[src/rtl/board_pkg.sv]
// Board-wide constants shared by the board I/O blocks: clock rate, key FSM
// state encoding and the millisecond-to-cycle conversion.
package board_pkg;

    localparam int unsigned BOARD_CLK_HZ = 50_000_000;

    localparam logic [1:0] ST_RELEASED     = 2'd0;
    localparam logic [1:0] ST_PRESS_WAIT   = 2'd1;
    localparam logic [1:0] ST_PRESSED      = 2'd2;
    localparam logic [1:0] ST_RELEASE_WAIT = 2'd3;

    typedef enum logic [1:0] {
        RELEASED     = ST_RELEASED,
        PRESS_WAIT   = ST_PRESS_WAIT,
        PRESSED      = ST_PRESSED,
        RELEASE_WAIT = ST_RELEASE_WAIT
    } key_fsm_e;

    // Divide first so the intermediate product stays within 32 bits on the board clock.
    function automatic int unsigned ms_to_cycles(input int unsigned clk_hz,
                                                 input int unsigned ms);
        return clk_hz / 1000 * ms;
    endfunction

endpackage

[src/rtl/key_debounce_ch.sv]
// One key channel: two-flop synchroniser, debounce FSM, hold counter and the
// registered press / release / long-press pulses.
module key_debounce_ch
    import board_pkg::*;
#(
    parameter int unsigned DB_CYCLES   = 5,
    parameter int unsigned LONG_CYCLES = 20,
    parameter bit          ACTIVE_LOW  = 1'b1
) (
    input  logic     clk,
    input  logic     rst_n,
    input  logic     key_in,
    output logic     key_state,
    output logic     key_press,
    output logic     key_release,
    output logic     key_long,
    output key_fsm_e state_dbg
);

    localparam logic [31:0] DB_LAST   = 32'(DB_CYCLES - 1);
    localparam logic [31:0] LONG_LAST = 32'(LONG_CYCLES - 1);
    localparam logic [31:0] LONG_SAT  = 32'(LONG_CYCLES);

    logic        s1;
    logic        s2;
    logic        pressed;
    key_fsm_e    state;
    logic [31:0] db_cnt;
    logic [31:0] long_cnt;
    logic [31:0] long_next;
    logic        long_fire;

    assign pressed   = s2 ^ ACTIVE_LOW;
    assign state_dbg = state;

    // Hold counter fires once at LONG_CYCLES-1, then parks at LONG_CYCLES so it never fires again.
    always_comb begin
        long_fire = 1'b0;
        long_next = long_cnt;
        if (long_cnt == LONG_LAST) begin
            long_fire = 1'b1;
            long_next = LONG_SAT;
        end else if (long_cnt < LONG_SAT) begin
            long_next = long_cnt + 32'd1;
        end
    end

    always_ff @(posedge clk or negedge rst_n) begin
        if (!rst_n) begin
            s1          <= ACTIVE_LOW;
            s2          <= ACTIVE_LOW;
            state       <= RELEASED;
            db_cnt      <= '0;
            long_cnt    <= '0;
            key_state   <= 1'b0;
            key_press   <= 1'b0;
            key_release <= 1'b0;
            key_long    <= 1'b0;
        end else begin
            s1          <= key_in;
            s2          <= s1;
            key_press   <= 1'b0;
            key_release <= 1'b0;
            key_long    <= 1'b0;
            case (state)
                RELEASED: begin
                    if (pressed) begin
                        state  <= PRESS_WAIT;
                        db_cnt <= '0;
                    end
                end
                PRESS_WAIT: begin
                    if (!pressed) begin
                        state  <= RELEASED;
                        db_cnt <= '0;
                    end else if (db_cnt == DB_LAST) begin
                        state     <= PRESSED;
                        key_state <= 1'b1;
                        key_press <= 1'b1;
                        long_cnt  <= '0;
                    end else begin
                        db_cnt <= db_cnt + 32'd1;
                    end
                end
                PRESSED: begin
                    long_cnt <= long_next;
                    key_long <= long_fire;
                    if (!pressed) begin
                        state  <= RELEASE_WAIT;
                        db_cnt <= '0;
                    end
                end
                RELEASE_WAIT: begin
                    // An accepted release wins over a long pulse due on the same edge.
                    if (pressed) begin
                        state    <= PRESSED;
                        long_cnt <= long_next;
                        key_long <= long_fire;
                    end else if (db_cnt == DB_LAST) begin
                        state       <= RELEASED;
                        key_state   <= 1'b0;
                        key_release <= 1'b1;
                    end else begin
                        db_cnt   <= db_cnt + 32'd1;
                        long_cnt <= long_next;
                        key_long <= long_fire;
                    end
                end
                default: state <= RELEASED;
            endcase
        end
    end

endmodule

[src/rtl/key_debounce.sv]
// Push-button front end: NUM_KEYS independent synchronise-and-debounce
// channels producing a clean level plus press, release and long-press pulses.
module key_debounce
    import board_pkg::*;
#(
    parameter int unsigned CLK_HZ      = BOARD_CLK_HZ,
    parameter int unsigned NUM_KEYS    = 2,
    parameter int unsigned DEBOUNCE_MS = 20,
    parameter int unsigned LONG_MS     = 1000,
    parameter bit          ACTIVE_LOW  = 1'b1
) (
    input  logic                clk,
    input  logic                rst_n,
    input  logic [NUM_KEYS-1:0] key_in,
    output logic [NUM_KEYS-1:0] key_state,
    output logic [NUM_KEYS-1:0] key_press,
    output logic [NUM_KEYS-1:0] key_release,
    output logic [NUM_KEYS-1:0] key_long
);

    localparam int unsigned DB_CYCLES   = ms_to_cycles(CLK_HZ, DEBOUNCE_MS);
    localparam int unsigned LONG_CYCLES = ms_to_cycles(CLK_HZ, LONG_MS);

    if (NUM_KEYS < 1 || DB_CYCLES < 1 || LONG_CYCLES <= DB_CYCLES) begin : g_bad_params
        $error("key_debounce: need NUM_KEYS >= 1, DB_CYCLES >= 1 and LONG_CYCLES > DB_CYCLES");
    end

    // Per-channel FSM state, kept for hierarchical probing only.
    key_fsm_e unused_fsm_state [NUM_KEYS];

    for (genvar i = 0; i < int'(NUM_KEYS); i++) begin : g_ch
        key_debounce_ch #(
            .DB_CYCLES  (DB_CYCLES),
            .LONG_CYCLES(LONG_CYCLES),
            .ACTIVE_LOW (ACTIVE_LOW)
        ) u_ch (
            .clk        (clk),
            .rst_n      (rst_n),
            .key_in     (key_in[i]),
            .key_state  (key_state[i]),
            .key_press  (key_press[i]),
            .key_release(key_release[i]),
            .key_long   (key_long[i]),
            .state_dbg  (unused_fsm_state[i])
        );
    end

endmodule

[config.mk]
export PLATFORM = sky130hd
export DESIGN_NAME = key_debounce
export DESIGN_NICKNAME = d
export VERILOG_FILES = /design/src/rtl/board_pkg.sv /design/src/rtl/key_debounce_ch.sv /design/src/rtl/key_debounce.sv
export SDC_FILE = /design/constraint.sdc
export NUM_CORES = 1
export LEC_CHECK = 0
export BUFFER_PORTS_ARGS = -buffer_cell sky130_fd_sc_hd__buf_2
export CORE_MARGIN = 1.5
export CORE_UTILIZATION = 40
export CTS_CLUSTER_SIZE = 16
export DETAILED_ROUTE_END_ITERATION = 8
export MAX_ROUTING_LAYER = met4
export REMOVE_ABC_BUFFERS = 1
export SYNTH_ARGS = -nofsm -noshare
export SYNTH_HDL_FRONTEND = slang
export SYNTH_SLANG_ARGS = --single-unit
[constraint.sdc]
create_clock -name clk -period 3.45 [get_ports clk]
set_input_delay 0 -clock clk [delete_from_list [all_inputs] [get_ports clk]]
set_output_delay 0 -clock clk [all_outputs]
set_load 0.01 [all_outputs]
==> out/qor.yml, run 1 <==
worst_setup_path:
  slack_of_the_worst_reg_to_reg_path_ns: 0.56
  setup.worst_path.class: "register to register"
  slowest_stage: "or4b_2"
  critPathTopFamily: "simple AND/OR/NAND/NOR gates"
  endpoint_kind: "register"
  critical_path_buf_inv_count: 1
  required_arrival_time_at_the_worst_endpoint_ns: 3.72
  critical_path.reg2reg.startpoint: "g_ch[0].u_ch.long_cnt[24]"
  timing.critical_path.slowest_cell_delay_ns: 0.70
  crit_fanout: 21
  worstSetupStartpoint: "g_ch[0].u_ch.long_cnt[24]"
  path_cells: "or4b_2, nor4_1, a2111oi_4, buf_4, o21ai_1, o21ai_0"
  critPathArrivalTime_ns: 3.16
  critical_path.startpoint_type: "register"
timing:
  tns_ns: 0
  maxSlewHeadroom_pct: 40.1
  maxSlewViolCount: 0
  fmaxAchievable_mhz: 346
  unrepaired_setup_endpoints_after_global_routing: "false"
  max_slew.worst_pin.slew_ns: 0.891
  final.hold.worst_slack_ns: 0.189
  final-hold-violation-count: 0
  post_route_setup_slack_ns: 0.556
  period_needed_ns: 2.89
  finalClockSkew_ns: 0.0102
  setup_viol_count_final: 0
  min_period_over_period_pct: 83.9
power_and_ir_drop:
  clkPwrFrac_pct: 50.9
  power_frac_seq_pct: 46.1
  power.internal_w: 0.00289
  switching_share_pct: 22.6
  switching_power_w: 0.000845
  peakVddDrop_v: 0.000377
  leak_pwr_nw: 3.69
  combinationalPowerShare_pct: 3.0
  power.density_cell_area_nw_per_um2: 412
  finalPower_w: 0.00374
logic_synthesis:
  yosys.cell_types.count: 72
  synth_async_sr_flop_share_pct: 100
  number_of_instances_in_the_synthesized_netlist: 912
  synth-seq-area-share_pct: 44.5
  ys_ff_latch: 144
  mapped_avg_cell_area_sq_um: 8.89
  yosys_most_used_dff: "dfrtp_1"
  synthesis.area_sq_um: 8100
  synth-edff-count: 0
  synth-warning-count: 0
drt:
  first_iter_violations: 542
  detail_route.wirelength_um: 19900
  routed_via_density: 5.89
  detailedRoute.firstPassIterationCount: 5
  antenna_violating_nets_post_route: 0
  route.detailed.drc: 0
  drt-wirelength-per-cell_um: 16.7
  via_count: 7026
clock_tree:
  tritoncts: "yes"
  clock_tree.buffer_depth: 2
  clock_buffer_count_from_cts: 17
  worstSkewPairLatency_ns: 0.43
  clk_transition_reported_paths_ns: 0.06
  htree_num_levels: 4
  tritoncts_num_sinks: 144
  root_buffer: "clkbuf_16"
cells_and_area:
  antenna_cells: 0
  layout-drive-gt1-share_pct: 8.41
  layout.nets: 923
  final_cell_count_no_fill: 1192
  area_growth_pct: 11.8
placement:
  preCtsSetupSlack_ns: 0.568
  dp.cells: 1158
  gp_congestion: 0.880
  place_hpwl_um: 12900
  count_of_input_and_output_buffers: 11
die:
  fp-row-count: 51
  die_width_um: 145
  floorplan.initialDensity_pct: 41.2
  pin_count: 12
  dieArea_sq_um: 21100
  fp.dieH_um: 145
  placeableCoreArea_sq_um: 19700
global_route:
  antenna_found_initial: 0
  grt_max_degree: 90
  via_count_of_the_first_global_routing_pass: 6620
  grt_first_pass_wirelength_um: 33800
  globalRoute.totalOverflow: 0
  overall_fraction_of_global_route_tracks_in_use_pct: 20.0
flow_run:
  drv_cap: 0
status:
  status: "completed"
min_path:
  hold_path_class: "input pin to asynchronous set/reset pin"
## power by group through the flow
stage,Combinational (W),Clock [W],Sequential (W)
2_1_floorplan,0.0000516,0,0.00175
3_3_place_gp,0.000113,0,0.00175
3_5_place_dp,0.000113,0,0.00175
4_1_cts,0.000116,0.00193,0.00172
5_1_grt,0.000130,0.00201,0.00172
6_report,0.000112,0.00190,0.00172
## cell usage after synthesis (24+ instances only)
| master | n | area, sq um |
|---|---|---|
| dfrtp_1 | 140 | 3500 |
| nor2_1 | 83 | 312 |
| nand2_1 | 80 | 300 |
| nand3_1 | 62 | 310 |
| o21ai_0 | 55 | 275 |
| nor3_1 | 41 | 205 |
| a21oi_1 | 39 | 195 |
| nand4_1 | 38 | 238 |
| clkbuf_1 | 34 | 128 |
| nor4_1 | 26 | 163 |
| and2_1 | 25 | 156 |
| xnor2_1 | 24 | 210 |
## placed cells by master (no fill, tap or decap), types with 4 or more instances in the layout
| master | Yosys | final |
|---|---|---|
| a21oi_1 | 39 | 39 |
| nor2_1 | 83 | 83 |
| a41oi_1 | 6 | 6 |
| nor4b_1 | 5 | 5 |
| mux2i_1 | 4 | 4 |
| and4_1 | 15 | 15 |
| a211o_1 | 8 | 8 |
| a22o_1 | 5 | 5 |
| nor4_1 | 26 | 26 |
| nand4_1 | 38 | 38 |
| dfrtp_1 | 140 | 140 |
| o211ai_1 | 4 | 4 |
| buf_4 | 8 | 16 |
| or3_1 | 13 | 13 |
| o31ai_1 | 18 | 18 |
| a211oi_1 | 8 | 8 |
| nand2b_1 | 8 | 8 |
| and3_1 | 22 | 22 |
| clkbuf_8 | 0 | 5 |
| nand2_1 | 80 | 80 |
| nor3_1 | 41 | 41 |
| a21o_1 | 9 | 9 |
| or4_1 | 11 | 11 |
| clkbuf_16 | 0 | 17 |
| and2_1 | 25 | 25 |
| nand3_1 | 62 | 62 |
| inv_1 | 13 | 13 |
| dfstp_2 | 4 | 4 |
| buf_2 | 5 | 10 |
| ha_1 | 4 | 4 |
| xor2_1 | 16 | 16 |
| xnor2_1 | 24 | 24 |
| a31oi_1 | 22 | 22 |
| o21ai_0 | 55 | 55 |
## worst register-to-register path: cells and delay by family, from the launching register on
family	cells	cell delay, ns
AND/OR/NAND/NOR	2	1.10
AO/OA/AOI/OAI	3	0.97
flip-flops	1	0.41
buffers and inverters	1	0.24
## routing by layer
layer / wire length (um) / share of wire, % / GRT usage (%) / up-vias
li1: - / - / - / 3421
met1: 10100 / 51 / 28.7 / 3423
met2: 8840 / 44 / 29.1 / 160
met3: 756 / 3.8 / 3.67 / 22
met4: 225 / 1.1 / 5.26 / 0
met5: 0 / 0 / - / -
## metrics by stage
stage | utilization (%) | cell area, sq um
floorplan | - | 7890
global placement | 42.9 | 8430
detailed placement | 42.9 | 8430
CTS | 46.1 | 9060
global route | 46.1 | 9060
finish | 46.1 | 9060
## logic make-up (layout without fill, tap and decap cells)
group,count (synthesis),count (layout),share of synthesized area (%)
AND/OR/NAND/NOR,447,447,29.2
adder cells (fa/ha/maj),4,4,0.618
flip-flops,144,144,44.5
multiplexers,5,5,0.664
AO/OA/AOI/OAI,209,209,17.3
XOR/XNOR,40,40,4.32
buffers and inverters,63,78,3.37
## path summary, 6_finish.rpt
path                                        endpoint  depth (start not counted)
min in group clk                     g_ch[1].u_ch.s1                          2
min                        g_ch[1].u_ch.long_cnt[10]                          2
max reg2reg                 g_ch[0].u_ch.long_cnt[1]                          6
min reg2reg                          g_ch[1].u_ch.s2                          0
max in group asynchronous            g_ch[0].u_ch.s1                          3
max                         g_ch[0].u_ch.long_cnt[1]                          6
## layout make-up
| cell class | count | area [sq um] |
|---|---|---|
| Timing Repair Buffer | 31 | 231 |
| Clock buffer | 23 | 498 |
| Fill cell | 1943 | 10600 |
| Clock inverter | 8 | 104 |
| Multi-Input combinational cell | 705 | 4230 |
| Inverter | 16 | 60.1 |
| Tap cell | 265 | 332 |
| Sequential cell | 144 | 3610 |
## state kept, by name (all words and copies together) (netlist names), named ones only
signal and cells:
g_ch.u_ch.key_release 2, g_ch.u_ch.s2 2, g_ch.u_ch.key_state 2, g_ch.u_ch.key_press 2, g_ch.u_ch.key_long 2, g_ch.u_ch.db_cnt 64
g_ch.u_ch.long_cnt 64, g_ch.u_ch.s1 2, g_ch.u_ch.state_dbg 2
## repair_timing
action                                  CTS  global route
buffers inserted                          0             0
hold buffers                              3             0
gates resized for setup                   0             0
hold endpoints to repair                 88             0
endpoints found under the setup margin    0             0
Power figures use the tool's default switching activity.
==> run 2, diff against run 1 <==
--- a/config.mk
+++ b/config.mk
@@ -5,6 +5,7 @@
 export SDC_FILE = /design/constraint.sdc
 export NUM_CORES = 1
 export LEC_CHECK = 0
+export ABC_AREA = 1
 export BUFFER_PORTS_ARGS = -buffer_cell sky130_fd_sc_hd__buf_2
 export CORE_MARGIN = 1.5
 export CORE_UTILIZATION = 40
==> constraint.sdc (replaced) <==
create_clock -name clk -period 2.5 [get_ports clk]
set_input_delay 0 -clock clk [delete_from_list [all_inputs] [get_ports clk]]
set_output_delay 0 -clock clk [all_outputs]
set_load 0.01 [all_outputs]
==> run 2 against run 1 <==
Against the previous run: worst setup slack got worse by 0.22 ns; maximum frequency rose by 34%; global-route usage rose by 2.3 points; largest power group unchanged.
==> out/qor.yml, run 2 <==
worst_setup_path:
  worstSetupStartpoint: "g_ch[1].u_ch.db_cnt[1]"  # was g_ch[0].u_ch.long_cnt[24]
  crit_fanout: 6  # was 21
  critPathArrivalTime_ns: 2.47  # was 3.16 ns
  critPathMostFrequentCell: "nor2_1"
  required_arrival_time_at_the_worst_endpoint_ns: 2.81  # was 3.72 ns
  timing.critical_path.slowest_cell_delay_ns: 0.39  # was 0.70 ns
  setup.worst_path.class: "register to register"  # unchanged
  reg2reg_depth: 9  # was 6
  critical_path.reg2reg.startpoint: "g_ch[1].u_ch.db_cnt[1]"  # was g_ch[0].u_ch.long_cnt[24]
  critical_path.startpoint_type: "register"  # unchanged
  path_cells: "ha_1, nand3_1, nor2_1, inv_1, nor2_1, nand2_1, nand2_1, xor2_1, nor2_1"  # was or4b_2, nor4_1, a2111oi_4, buf_4, o21ai_1, o21ai_0
  endpoint_kind: "register"  # unchanged
  slowest_stage: "dfrtp_1"  # was or4b_2
power_and_ir_drop:
  power.internal_w: 0.00401  # was 0.00289 W
  switching_power_w: 0.00125  # was 0.000845 W
  leak_pwr_nw: 4.96  # was 3.69 nW
  peakVddDrop_v: 0.000340  # was 0.000377 V
  clkPwrFrac_pct: 51.0  # was 50.9%
  switching_share_pct: 23.7  # was 22.6%
  power_frac_seq_pct: 44.9  # was 46.1%
  power.density_cell_area_nw_per_um2: 481  # was 412 nW/um^2
  combinationalPowerShare_pct: 4.1  # was 3.0%
clock_tree:
  worstSkewPairLatency_ns: 0.43  # about the same
  clock_tree.buffer_depth: 2  # unchanged
  tritoncts_num_sinks: 144  # unchanged
  clk_transition_reported_paths_ns: 0.07  # was 0.06 ns
  htree_num_levels: 4  # unchanged
  root_buffer: "clkbuf_16"  # unchanged
  tritoncts: "yes"  # unchanged
  clock_buffer_count_from_cts: 17  # unchanged
logic_synthesis:
  synth-edff-count: 0  # unchanged
  yosys.cell_types.count: 46  # was 72
  synth.cells.most_frequent: "nand2_1, nor2_1, inv_1, dfrtp_1, nand3_1"  # was dfrtp_1, nor2_1, nand2_1, nand3_1, o21ai_0
  mapped_avg_cell_area_sq_um: 6.36  # was 8.89 sq um
  synth-warning-count: 0  # unchanged
  synth.most_common_cell: "nand2_1"  # was dfrtp_1
  synthesis.area_sq_um: 9880  # was 8100 sq um
  synth.area.top_cells: "dfrtp_1, nand2_1, nor2_1"  # was dfrtp_1, nor2_1, nand3_1
  number_of_instances_in_the_synthesized_netlist: 1553  # was 912
  synth_largest_type_area_fraction_pct: 35.5  # was 43.2%
  synth_async_sr_flop_share_pct: 100  # unchanged
  synth-seq-area-share_pct: 36.5  # was 44.5%
  library_cell_with_the_largest_summed_area_after_synthesis: "dfrtp_1"  # unchanged
  yosys_most_used_dff: "dfrtp_1"  # unchanged
  ys_ff_latch: 144  # unchanged
timing:
  maxSlewHeadroom_pct: 38.9  # was 40.1%
  finalClockSkew_ns: 0.0133  # was 0.0102 ns
  fmaxAchievable_mhz: 463  # was 346 MHz
  final.hold.worst_slack_ns: 0.153  # was 0.189 ns
  period_needed_ns: 2.16  # was 2.89 ns
  final-hold-violation-count: 0  # unchanged
  setup_viol_count_final: 0  # unchanged
  min_period_over_period_pct: 86.5  # was 83.9%
  max_slew.worst_pin.slew_ns: 0.911  # was 0.891 ns
  unrepaired_setup_endpoints_after_global_routing: "false"  # unchanged
  maxSlewViolCount: 0  # unchanged
global_route:
  grt_first_pass_wirelength_um: 45600  # was 33800 um
  overall_fraction_of_global_route_tracks_in_use_pct: 22.3  # was 20.0%
  globalRoute.totalOverflow: 0  # unchanged
  via_count_of_the_first_global_routing_pass: 9334  # was 6620
  grt_max_degree: 67  # was 90
  antenna_found_initial: 0  # unchanged
cells_and_area:
  seqCellArea_sq_um: 3610  # unchanged
  layout.nets: 1570  # was 923
  fill_cells: 2492  # was 1943
  layout.cells.most_common_list: "nand2_1, nor2_1, inv_1, dfrtp_1, nand3_1"  # was dfrtp_1, nor2_1, nand2_1, nand3_1, o21ai_0
  multi_input_area_sq_um: 5380  # was 4230 sq um
  final_cell_count_no_fill: 1899  # was 1192
  area_growth_pct: 10.6  # was 11.8%
  antenna_cells: 0  # unchanged
  reg.largest.list: "g_ch.u_ch.db_cnt x64, g_ch.u_ch.long_cnt x64"  # unchanged
  layout-drive-gt1-share_pct: 5.97  # was 8.41%
  layout_commonest_cell: "nand2_1"  # was dfrtp_1
die:
  dieArea_sq_um: 25700  # was 21100 sq um
  pin_count: 12  # unchanged
  placeableCoreArea_sq_um: 24200  # was 19700 sq um
  fp-row-count: 57  # was 51
  floorplan.initialDensity_pct: 40.7  # was 41.2%
  fp.dieH_um: 160  # was 145 um
  die_width_um: 160  # was 145 um
placement:
  dp.cells: 1864  # was 1158
  count_of_input_and_output_buffers: 11  # unchanged
  gp_congestion: 0.962  # was 0.880
  place_hpwl_um: 19300  # was 12900 um
drt:
  detailedRoute.firstPassIterationCount: 5  # unchanged
  detail_route.wirelength_um: 26900  # was 19900 um
  routed_via_density: 5.14  # was 5.89
  route.detailed.drc: 0  # unchanged
  antenna_violating_nets_post_route: 0  # unchanged
  drt-wirelength-per-cell_um: 14.2  # was 16.7 um
  via_count: 9763  # was 7026
  first_iter_violations: 729  # was 542
min_path:
  hold_path_class: "input pin to asynchronous set/reset pin"  # unchanged
flow_run:
  drv_cap: 0  # unchanged
status:
  status: "completed"  # unchanged
==> run 2: cell types whose count changed after synthesis, sizes merged, moves of 15 or more <==
cell   change
nor4      -21
inv      +151
nand4     +44
o31ai     -18
nor2     +181
a31oi     -20
and3      -21
and4      -15
nand3     +31
and2      -23
nand2    +478
xnor2     -20
==> run 2: worst max-delay path, delay by kind of cell (launching register included) <==
family / cells / cell delay, ns
buf+inv: 1 / 0.17
simple gates: 6 / 1.05
flops: 1 / 0.39
fa+ha+maj: 1 / 0.27
xor+xnor: 1 / 0.17
==> run 2: power groups by stage <==
stage                     sequential, W  clock (W)  combinational [W]
after floorplan                 0.00241          0          0.0000885
after global placement          0.00241          0           0.000213
after detailed placement        0.00241          0           0.000214
after CTS                       0.00236    0.00275           0.000219
after global routing            0.00236    0.00284           0.000242
final                           0.00236    0.00268           0.000214
==> run 2: layout make-up <==
class	count	area share, %
Sequential cell	144	33.0
Multi-Input combinational cell	1193	49.2
Clock inverter	11	1.41
Timing Repair Buffer	39	2.78
Clock buffer	21	4.12
Tap cell	324	3.71
Inverter	167	5.73
==> run 2: per-stage QoR <==
stage | worst slack [ns] | cell area (sq um) | setup TNS, ns | power [W] | util, %
after CTS | 0.362 | 10900 | 0 | 0.00533 | 45.1
after global placement | 0.415 | 10300 | 0 | 0.00262 | 42.5
final | 0.339 | 10900 | 0 | 0.00526 | 45.1
after global routing | 0.124 | 10900 | 0 | 0.00544 | 45.1
after floorplan | -0.0479 | 9620 | -1.29 | 0.00250 | -
after detailed placement | 0.376 | 10300 | 0 | 0.00262 | 42.5
==> run 2: timing repair <==
item | 4_1_cts | 5_1_grt
resized for setup | 0 | 0
endpoints found under the hold margin | 66 | 0
setup endpoints to repair | 0 | 0
hold buffers | 3 | 0
setup buffers | 0 | 0
==> run 2: worst paths after layout <==
path / to / slack, ns
max in group asynchronous: g_ch[1].u_ch.s2 / 1.60
setup / recovery: g_ch[1].u_ch.db_cnt[0] / 0.34
hold reg to reg: g_ch[1].u_ch.s2 / 0.36
setup reg to reg: g_ch[1].u_ch.db_cnt[0] / 0.34
hold / removal: g_ch[0].u_ch.db_cnt[21] / 0.15
min in group clk: g_ch[1].u_ch.s1 / 0.22
==> run 2: per-layer routing <==
layer	vias to the layer above	wire, um	part of all wire (%)	global-route usage [%]
li1	4973	-	-	-
met1	4516	13200	49	29.9
met2	235	12200	45	35.3
met3	39	1130	4.2	2.96
met4	0	395	1.5	6.16
met5	-	0	0	-
==> run 2: kinds of logic after synthesis <==
family / after synthesis / synth area share, %
AND/OR/NAND/NOR: 1053 / 45.2
buffers and inverters: 216 / 8.99
flip-flops: 144 / 36.5
AO/OA/AOI/OAI: 113 / 6.77
XOR/XNOR: 23 / 2.04
adder cells (fa/ha/maj): 4 / 0.507
==> run 3, diff against run 2 <==
--- a/config.mk
+++ b/config.mk
@@ -8,7 +8,7 @@
 export ABC_AREA = 1
 export BUFFER_PORTS_ARGS = -buffer_cell sky130_fd_sc_hd__buf_2
 export CORE_MARGIN = 1.5
-export CORE_UTILIZATION = 40
+export CORE_UTILIZATION = 30
 export CTS_CLUSTER_SIZE = 16
 export DETAILED_ROUTE_END_ITERATION = 8
 export MAX_ROUTING_LAYER = met4
==> run 3 against run 2 <==
Against the previous run: sequential share of layout area is 0.24 points lower; clock skew down 0.0036 ns; via count is 0.27% lower; highest routed layer unchanged.
==> out/qor.yml, run 3 (same netlist as run 2, synthesis figures left out) <==
global_route:
  grt_max_degree: 68  # was 67
  via_count_of_the_first_global_routing_pass: 9423  # was 9334
  overall_fraction_of_global_route_tracks_in_use_pct: 17.4  # was 22.3%
  globalRoute.totalOverflow: 0  # unchanged
  antenna_found_initial: 0  # unchanged
  grt_first_pass_wirelength_um: 46700  # was 45600 um
timing:
  unrepaired_setup_endpoints_after_global_routing: "false"  # unchanged
  maxSlewViolCount: 0  # unchanged
  maxSlewHeadroom_pct: 49.4  # was 38.9%
  final.hold.worst_slack_ns: 0.146  # was 0.153 ns
  fmaxAchievable_mhz: 460  # was 463 MHz
  min_period_over_period_pct: 86.9  # was 86.5%
  final-hold-violation-count: 0  # unchanged
  period_needed_ns: 2.17  # was 2.16 ns
  max_slew.worst_pin.slew_ns: 0.754  # was 0.911 ns
  finalClockSkew_ns: 0.00963  # was 0.0133 ns
  setup_viol_count_final: 0  # unchanged
power_and_ir_drop:
  finalPower_w: 0.00496  # was 0.00526 W
  power.density_cell_area_nw_per_um2: 450  # was 481 nW/um^2
  leak_pwr_nw: 4.94  # was 4.96 nW
  peakVddDrop_v: 0.000522  # was 0.000340 V
clock_tree:
  post_cts.resized_instances: 0  # unchanged
  total_setup_buffers_inserted_after_cts: 0  # unchanged
  tritoncts: "yes"  # unchanged
  worstSkewPairLatency_ns: 0.43  # about the same
  tritoncts_num_sinks: 144  # unchanged
  root_buffer: "clkbuf_16"  # unchanged
  clock_tree.buffer_depth: 2  # unchanged
  htree_num_levels: 4  # unchanged
  clk_transition_reported_paths_ns: 0.06  # was 0.07 ns
  clock_buffer_count_from_cts: 17  # unchanged
  cts_hold_buffers: 3  # unchanged
worst_setup_path:
  crit-reg2reg-capture: "g_ch[1].u_ch.key_long"  # was g_ch[1].u_ch.db_cnt[0]
  critPathArrivalTime_ns: 2.48  # was 2.47 ns
  crit_fanout: 5  # was 6
  required_arrival_time_at_the_worst_endpoint_ns: 2.81  # about the same
  endpoint_kind: "register"  # unchanged
  setup.worst_path.class: "register to register"  # unchanged
  critical_path.startpoint_type: "register"  # unchanged
  critical_path.reg2reg.startpoint: "g_ch[1].u_ch.db_cnt[1]"  # unchanged
  reg2reg_depth: 8  # was 9
  slack_of_the_worst_reg_to_reg_path_ns: 0.33  # was 0.34 ns
status:
  status: "completed"  # unchanged
cells_and_area:
  area_of_all_placed_cells_without_fillers_sq_um: 11000  # was 10900 sq um
  layout_commonest_cell: "nand2_1"  # unchanged
  layout-drive-gt1-share_pct: 5.89  # was 5.97%
  layout.nets: 1573  # was 1570
  final_util_pct: 33.9  # was 45.1%
  reg.largest.list: "g_ch.u_ch.db_cnt x64, g_ch.u_ch.long_cnt x64"  # unchanged
  antenna_cells: 0  # unchanged
  layout.cells.most_common_list: "nand2_1, nor2_1, inv_1, dfrtp_1, nand3_1"  # unchanged
  final_cell_count_no_fill: 2020  # was 1899
  area_growth_pct: 11.5  # was 10.6%
die:
  fp.dieH_um: 184  # was 160 um
  die_width_um: 184  # was 160 um
  placeableCoreArea_sq_um: 32500  # was 24200 sq um
  fp-row-count: 66  # was 57
  pin_count: 12  # unchanged
  floorplan.initialDensity_pct: 30.4  # was 40.7%
  dieArea_sq_um: 34000  # was 25700 sq um
drt:
  via_count: 9737  # was 9763
  routed_via_density: 4.82  # was 5.14
  detail_route.wirelength_um: 26900  # about the same
  drt-wirelength-per-cell_um: 13.3  # was 14.2 um
  first_iter_violations: 756  # was 729
  route.detailed.drc: 0  # unchanged
  detailedRoute.firstPassIterationCount: 5  # unchanged
  antenna_violating_nets_post_route: 0  # unchanged
placement:
  count_of_input_and_output_buffers: 11  # unchanged
  dpl_cell_area_sq_um: 10500  # was 10300 sq um
  gp_congestion: 0.962  # about the same
  place_hpwl_um: 19500  # was 19300 um
  dp.cells: 1985  # was 1864
min_path:
  hold_path_class: "input pin to asynchronous set/reset pin"  # unchanged
flow_run:
  drv_cap: 0  # unchanged
==> run 3: changes by cell type in the layout (fill, tap and decap cells not counted) <==
cell and delta:
clkinv_2 +3, clkinv_4 -2, inv_8 -1, buf_12 -1
buf_4 +4, clkbuf_1 +4, bufinv_16 -2, inv_6 -2
==> run 3: worst max-delay path by stage <==
stage / end / depth (start not counted) / slack [ns] / startpoint
6_report: g_ch[1].u_ch.key_long / 8 / 0.33 / g_ch[1].u_ch.db_cnt[1]
5_1_grt: g_ch[1].u_ch.key_long / 8 / 0.16 / g_ch[1].u_ch.db_cnt[1]
3_5_place_dp: g_ch[1].u_ch.key_long / 8 / 0.33 / g_ch[1].u_ch.db_cnt[1]
3_3_place_gp: g_ch[1].u_ch.key_long / 8 / 0.33 / g_ch[1].u_ch.db_cnt[1]
2_1_floorplan: g_ch[0].u_ch.long_cnt[0] / 9 / -0.05 / g_ch[0].u_ch.db_cnt[0]
4_1_cts: g_ch[1].u_ch.key_long / 8 / 0.31 / g_ch[1].u_ch.db_cnt[1]
==> run 3: critical path: stages, from the launching register on <==
cell	delay, ns
dfrtp_1	0.38
ha_1	0.26
nand3_1	0.13
nor2_1	0.27
inv_1	0.16
nor3_1	0.40
nand2_1	0.15
nor3_1	0.21
nor2_1	0.09
==> run 3: layer usage <==
layer | part of all wire, % | track usage [%]
met5 | 0 | -
met4 | 1.3 | 4.49
met3 | 4.3 | 2.98
met2 | 45 | 27.5
met1 | 49 | 23.2
==> run 3: metrics by stage <==
| step | TNS [ns] | worst slack, ns |
|---|---|---|
| after global placement | 0 | 0.329 |
| after floorplan | -1.29 | -0.0479 |
| final | 0 | 0.326 |
| after global routing | 0 | 0.155 |
| after CTS | 0 | 0.311 |
| after detailed placement | 0 | 0.326 |
==> run 3: layout make-up <==
type	count	area (sq um)
multi-input combinational	1193	5380
timing repair buffer	42	314
fill	3487	21400
sequential	144	3610
clock inverter	7	62.6
clock buffer	25	465
inverter	167	627
tap	442	553
==> run 3: where the power goes <==
group	total, W	leakage [nW]	switching (W)	internal (W)
logic	0.000212	2.69	0.000159	0.0000532
registers	0.00236	1.99	0.0000144	0.00235
clock network	0.00238	0.259	0.000996	0.00139
total	0.00496	4.94	0.00117	0.00379
